File: config.mk
export PLATFORM = sky130hd
export DESIGN_NAME = ibex_mem_responder
export DESIGN_NICKNAME = d
export VERILOG_FILES = /design/src/rtl/ibex_mem_responder.sv
export SDC_FILE = /design/constraint.sdc
export NUM_CORES = 1
export LEC_CHECK = 0
export CORE_AREA = 4 4 115 117
export CTS_BUF_LIST = sky130_fd_sc_hd__clkbuf_8
export CTS_CLUSTER_SIZE = 14
export DETAILED_ROUTE_END_ITERATION = 6
export DIE_AREA = 0 0 119 121
export PLACE_DENSITY = 0.81
export REMOVE_ABC_BUFFERS = 1
export SLEW_MARGIN = 25
export SYNTH_ARGS = -nofsm -noshare
export SYNTH_HDL_FRONTEND = slang
export SYNTH_SLANG_ARGS = --single-unit
File: constraint.sdc
create_clock -name clk_i -period 4.8 [get_ports clk_i]
set_input_delay 0.96 -clock clk_i [delete_from_list [all_inputs] [get_ports clk_i]]
set_output_delay 0.96 -clock clk_i [all_outputs]
set_load 0.01 [all_outputs]
File: src/rtl/ibex_mem_responder.sv
// ibex_mem_responder: single-outstanding Ibex data bus to word SRAM bridge with read-modify-write for partial stores.
// Define IBEX_MEM_RESP_RANGE_CHECK_EN to return errors for addresses outside the 1 KiB window at BASE_ADDR.
module ibex_mem_responder #(
  parameter logic [31:0] BASE_ADDR   = 32'h0010_0000,
  parameter int          WAIT_CYCLES = 0
) (
  input  logic        clk_i,
  input  logic        rst_i,
  input  logic        data_req_i,
  output logic        data_gnt_o,
  output logic        data_rvalid_o,
  input  logic        data_we_i,
  input  logic [3:0]  data_be_i,
  input  logic [31:0] data_addr_i,
  input  logic [31:0] data_wdata_i,
  output logic [31:0] data_rdata_o,
  output logic        data_err_o,
  output logic        mem_cen_o,
  output logic        mem_wen_o,
  output logic [7:0]  mem_addr_o,
  output logic [31:0] mem_data_w_o,
  input  logic [31:0] mem_data_r_i
);
  typedef enum logic [2:0] {S_IDLE, S_WAIT, S_ACCESS, S_CAPTURE, S_WRBACK, S_RESP} state_t;
  state_t state, nxt;
  logic [1:0] cnt;
  logic we_q, err_q;
  logic [3:0] be_q;
  logic [31:0] wd_q, rd_q, wdat_h, merged, off;
  logic [7:0] idx_q, addr_h;
  logic req_err, skip_in, skip, full, unused_off;
  assign off = data_addr_i - BASE_ADDR;
  assign unused_off = ^{off[31:10], off[1:0]};
`ifdef IBEX_MEM_RESP_RANGE_CHECK_EN
  assign req_err = off >= 32'd1024;
`else
  assign req_err = 1'b0;
`endif
  assign skip_in = req_err || (data_we_i && data_be_i == 4'b0000);
  assign skip = err_q || (we_q && be_q == 4'b0000);
  assign full = we_q && be_q == 4'b1111;
  assign data_gnt_o = data_req_i && state == S_IDLE && !rst_i;
  assign data_rvalid_o = state == S_RESP;
  assign data_err_o = state == S_RESP && err_q;
  assign data_rdata_o = (state == S_RESP && !we_q && !err_q) ? rd_q : 32'd0;
  assign mem_cen_o = state == S_ACCESS || state == S_WRBACK;
  assign mem_wen_o = (state == S_ACCESS && full) || state == S_WRBACK;
  assign mem_addr_o = mem_cen_o ? idx_q : addr_h;
  assign mem_data_w_o = state == S_WRBACK ? rd_q : (state == S_ACCESS && full) ? wd_q : wdat_h;
  always_comb begin
    merged = mem_data_r_i;
    for (int i = 0; i < 4; i++) if (be_q[i]) merged[8*i +: 8] = wd_q[8*i +: 8];
  end
  always_comb begin
    nxt = state;
    case (state)
      S_IDLE:    nxt = !data_req_i ? S_IDLE : WAIT_CYCLES > 0 ? S_WAIT : skip_in ? S_RESP : S_ACCESS;
      S_WAIT:    nxt = int'(cnt) != WAIT_CYCLES - 1 ? S_WAIT : skip ? S_RESP : S_ACCESS;
      S_ACCESS:  nxt = full ? S_RESP : S_CAPTURE;
      S_CAPTURE: nxt = we_q ? S_WRBACK : S_RESP;
      S_WRBACK:  nxt = S_RESP;
      S_RESP:    nxt = S_IDLE;
      default:   nxt = S_IDLE;
    endcase
  end
  always_ff @(posedge clk_i or posedge rst_i) begin
    if (rst_i) begin
      state  <= S_IDLE;
      cnt    <= 2'd0;
      we_q   <= 1'b0;
      err_q  <= 1'b0;
      be_q   <= 4'd0;
      wd_q   <= 32'd0;
      idx_q  <= 8'd0;
      rd_q   <= 32'd0;
      addr_h <= 8'd0;
      wdat_h <= 32'd0;
    end else begin
      state <= nxt;
      if (data_gnt_o) begin
        we_q  <= data_we_i;
        be_q  <= data_be_i;
        wd_q  <= data_wdata_i;
        idx_q <= off[9:2];
        err_q <= req_err;
        cnt   <= 2'd0;
      end
      if (state == S_WAIT) cnt <= cnt + 2'd1;
      if (state == S_CAPTURE) rd_q <= we_q ? merged : mem_data_r_i;
      if (mem_cen_o) addr_h <= idx_q;
      if (mem_wen_o) wdat_h <= mem_data_w_o;
    end
  end
endmodule

==> metrics.txt <==
# TYPE chip_impl_metric gauge
chip_impl_info{name="hold_class",value="reg -> reg"} 1
chip_impl_metric{name="die_area",unit="mm²"} 0.0144
chip_impl_metric{name="floorplan.initialDensity",unit=""} 0.464
chip_impl_metric{name="cts_post_setup_buffers_inserted",unit=""} 0
chip_impl_metric{name="placeableCoreArea",unit="mm²"} 0.0124
chip_impl_metric{name="cts_hold_buffers",unit=""} 0
chip_impl_metric{name="post_route_cells_drive_above_1_share",unit=""} 0.0832
chip_impl_metric{name="post_cts_resize_count",unit=""} 0
chip_impl_metric{name="synth_enable_flop_cells",unit=""} 0
chip_impl_metric{name="share_of_total_power_in_the_clock_network",unit=""} 0.183
chip_impl_metric{name="clk_path_buf_depth",unit=""} 2
chip_impl_metric{name="report.final.setup_viol",unit=""} 0
chip_impl_info{name="critPathKind",value="reg -> out"} 1
chip_impl_info{name="cts_tree",value="yes"} 1
chip_impl_info{name="endpoint_kind",value="output port"} 1
chip_impl_metric{name="grt_pass1_wl",unit="µm"} 23900
chip_impl_metric{name="number_of_clock_sinks",unit=""} 120
chip_impl_metric{name="synth-seq-cells",unit=""} 120
chip_impl_metric{name="maximum_number_of_pins_on_one_net_before_global_route_repair",unit=""} 84
chip_impl_metric{name="all_layer_global_routing_usage",unit=""} 0.213
chip_impl_metric{name="htree_num_levels",unit=""} 4
chip_impl_metric{name="power.static_leakage",unit="nW"} 3.46
chip_impl_metric{name="pin_slew_with_the_least_headroom_to_its_limit",unit="ns"} 0.721
chip_impl_metric{name="nets",unit=""} 716
chip_impl_metric{name="finalClockSkew",unit="ns"} 0.00868
chip_impl_metric{name="layoutNonFillerInstCount",unit=""} 797
chip_impl_metric{name="gr-total-overflow",unit=""} 0
chip_impl_metric{name="worst_ep_arrival_time",unit="ns"} 2.96
chip_impl_metric{name="place_inst",unit=""} 765
chip_impl_metric{name="worst_slew_margin_rel",unit=""} 0.519
chip_impl_metric{name="switchingPower",unit="mW"} 1.62
chip_impl_info{name="final_cell_mix",value="sky130_fd_sc_hd__clkdlybuf4s50_1 (155), sky130_fd_sc_hd__dfrtp_1 (120), sky130_fd_sc_hd__and2_1 (64), sky130_fd_sc_hd__a221o_1 (64), sky130_fd_sc_hd__mux2_1 (47)"} 1
chip_impl_info{name="status",value="complete, no violations"} 1
chip_impl_metric{name="worstPathMaxFanout",unit=""} 64
chip_impl_metric{name="worst_setup_margin",unit="ns"} 0.875
chip_impl_metric{name="max_freq",unit="MHz"} 255
chip_impl_metric{name="clkSlewWorstSetupHoldPaths",unit="ns"} 0.07
chip_impl_metric{name="wl_per_cell",unit="µm"} 18.4
chip_impl_metric{name="drc",unit=""} 0
chip_impl_metric{name="p_comb_frac",unit=""} 0.414
chip_impl_metric{name="num_io_pins",unit=""} 181
chip_impl_metric{name="fin_hold_ws",unit="ns"} 0.481
chip_impl_metric{name="totalPowerFinal",unit="mW"} 4.76
chip_impl_metric{name="placed_instance_area",unit="mm²"} 0.00732
chip_impl_metric{name="layout-area-overhead-vs-synth",unit="%"} 34.4
chip_impl_metric{name="post_synth_inst_count",unit=""} 466
chip_impl_metric{name="power_density",unit="mW/mm²"} 617
chip_impl_metric{name="synth_sequential_area_ratio",unit=""} 0.523
chip_impl_metric{name="async_flop_share",unit=""} 1.00
chip_impl_metric{name="chipHeight",unit="µm"} 121
chip_impl_metric{name="internal_power_consumption",unit="mW"} 3.13
chip_impl_metric{name="setup_total_negative_slack",unit="ns"} 0
chip_impl_metric{name="final.min_clock_period",unit="ns"} 3.92
chip_impl_metric{name="peakVddDrop",unit="mV"} 0.489
chip_impl_metric{name="cts_inserted_buffers",unit=""} 17
chip_impl_metric{name="antennaDiodeCount",unit=""} 0
chip_impl_metric{name="post_synth_instance_area",unit="mm²"} 0.00574
chip_impl_metric{name="drt-total-wl",unit="µm"} 14700
chip_impl_info{name="synth_top_cells_by_area",value="sky130_fd_sc_hd__dfrtp_1 (52%), sky130_fd_sc_hd__a221o_1 (11%), sky130_fd_sc_hd__mux2_1 (9.2%), sky130_fd_sc_hd__and2_1 (7.0%), sky130_fd_sc_hd__mux2i_1 (5.6%)"} 1
chip_impl_info{name="layout_commonest_cell",value="sky130_fd_sc_hd__clkdlybuf4s50_1"} 1
chip_impl_info{name="cts_root_buf",value="sky130_fd_sc_hd__clkbuf_8"} 1
chip_impl_metric{name="timing.final.hold_violations",unit=""} 0
chip_impl_metric{name="die_w",unit="µm"} 119
chip_impl_metric{name="drt_first_pass_iters",unit=""} 4
chip_impl_metric{name="timing.critical_path.required",unit="ns"} 3.84
chip_impl_metric{name="power_switching_share",unit=""} 0.341
chip_impl_metric{name="post-route-period-util",unit=""} 0.818
chip_impl_metric{name="yosysTopAreaCellShare",unit=""} 0.523
chip_impl_metric{name="synth-warning-count",unit=""} 0
chip_impl_metric{name="detail_route.vias_per_cell",unit=""} 5.42
chip_impl_metric{name="fp-row-count",unit=""} 41
chip_impl_metric{name="antenna_left",unit=""} 0
chip_impl_metric{name="dp_worst_setup_slack",unit="ns"} 1.31
chip_impl_metric{name="clock_insertion_delay_worst_skew",unit="ns"} 0.42
chip_impl_metric{name="synth_cell_types",unit=""} 36
chip_impl_metric{name="first_global_vias",unit=""} 4620
chip_impl_metric{name="buffer_ports.inserted",unit=""} 155
chip_impl_metric{name="syn-mean-instance-area",unit="µm²"} 12.3
chip_impl_metric{name="stdcell_area",unit="mm²"} 0.00771
chip_impl_metric{name="cap_violations",unit=""} 0
chip_impl_metric{name="seqPwrFrac",unit=""} 0.403
chip_impl_metric{name="place.gp.congestion",unit=""} 0.782
chip_impl_info{name="rsz0062_at_grt",value="no"} 1
chip_impl_info{name="synthFlopType",value="sky130_fd_sc_hd__dfrtp_1"} 1
chip_impl_metric{name="number_of_violations_reported_at_the_end_of_detailed_routing_iteration_0",unit=""} 315
chip_impl_info{name="synth_top_area_cell",value="sky130_fd_sc_hd__dfrtp_1"} 1
chip_impl_metric{name="route.vias.total",unit=""} 4322
chip_impl_info{name="worst_setup_path_start_kind",value="flop"} 1
chip_impl_metric{name="drv_slew",unit=""} 0
chip_impl_metric{name="place.detailed.hpwl",unit="µm"} 9690
chip_impl_metric{name="final_util",unit=""} 0.624
chip_impl_metric{name="grt_antenna_before_repair",unit=""} 1
==> worst max-delay path, stage by stage, from the launching register on <==
cell and delay (ns):
sky130_fd_sc_hd__dfrtp_1 0.60, sky130_fd_sc_hd__nor3b_2 0.35, sky130_fd_sc_hd__and3_4 0.72, sky130_fd_sc_hd__a221o_1 0.30
sky130_fd_sc_hd__clkdlybuf4s50_1 0.54
==> logic make-up (layout without fill, tap and decap cells) <==
kind of cell | count (synthesis) | count (layout) | synth area share
simple gates | 115 | 115 | 0.117
mux | 85 | 85 | 0.160
compound gates | 106 | 106 | 0.153
buf+inv | 39 | 198 | 0.0462
other cells | 1 | 1 | 0.000654
flops | 120 | 120 | 0.523
==> power by group through the flow <==
stage	Clock (mW)	Sequential, mW	Combinational [mW]
CTS	0.894	1.91	2.01
detailed placement	0	1.92	2.00
floorplan	0	1.81	1.18
global placement	0	1.88	1.94
global route	0.943	1.99	2.15
finish	0.869	1.92	1.97
==> state kept, by name, summed over array words and instances (netlist names) <==
name and count:
addr_h 8, be_q 4, idx_q 8, rd_q 32, state 3, wd_q 32
wdat_h 32, we_q 1
==> path summary, 6_finish.rpt <==
path,startpoint,endpoint,slack [ns],cells past startpoint
worst max-delay path,state[1],mem_data_w_o[28],0.88,4
min in group asynchronous,rst_i,rd_q[24],1.07,2
worst min register to register,addr_h[1],addr_h[1],0.48,1
worst min-delay path,addr_h[1],addr_h[1],0.48,1
worst max register to register,state[1],rd_q[29],2.70,4
max in group asynchronous,rst_i,be_q[3],2.74,3
==> layout make-up <==
| type | instances | area, µm² |
|---|---|---|
| clock inverters | 12 | 108 |
| fillers | 1022 | 4650 |
| repair buffers | 162 | 1600 |
| flip-flops and latches | 120 | 3000 |
| well taps | 172 | 215 |
| multi-input cells | 307 | 2480 |
| clock buffers | 20 | 275 |
| inverters | 4 | 20.0 |
==> synth_stat cells, types with 2 or more instances <==
cell	count
sky130_fd_sc_hd__dfrtp_1	120
sky130_fd_sc_hd__a221o_1	64
sky130_fd_sc_hd__and2_1	64
sky130_fd_sc_hd__mux2_1	47
sky130_fd_sc_hd__nand2_1	36
sky130_fd_sc_hd__mux2i_1	32
sky130_fd_sc_hd__o21ai_1	30
sky130_fd_sc_hd__buf_6	13
sky130_fd_sc_hd__clkbuf_1	11
sky130_fd_sc_hd__buf_2	8
sky130_fd_sc_hd__mux2_2	6
sky130_fd_sc_hd__inv_1	4
sky130_fd_sc_hd__buf_4	3
sky130_fd_sc_hd__o21ai_0	3
sky130_fd_sc_hd__a21oi_1	2
sky130_fd_sc_hd__a31oi_1	2
sky130_fd_sc_hd__nand2b_1	2
==> layer usage <==
| layer | vias to the layer above | part of all wire | GRT usage |
|---|---|---|---|
| li1 | 2037 | - | - |
| met1 | 2131 | 0.42 | 0.261 |
| met2 | 138 | 0.51 | 0.357 |
| met3 | 14 | 0.063 | 0.0741 |
| met4 | 2 | 0.0083 | 0.0652 |
| met5 | - | 0.00089 | 0 |
Note: power is estimated with default switching activity, not from simulation.
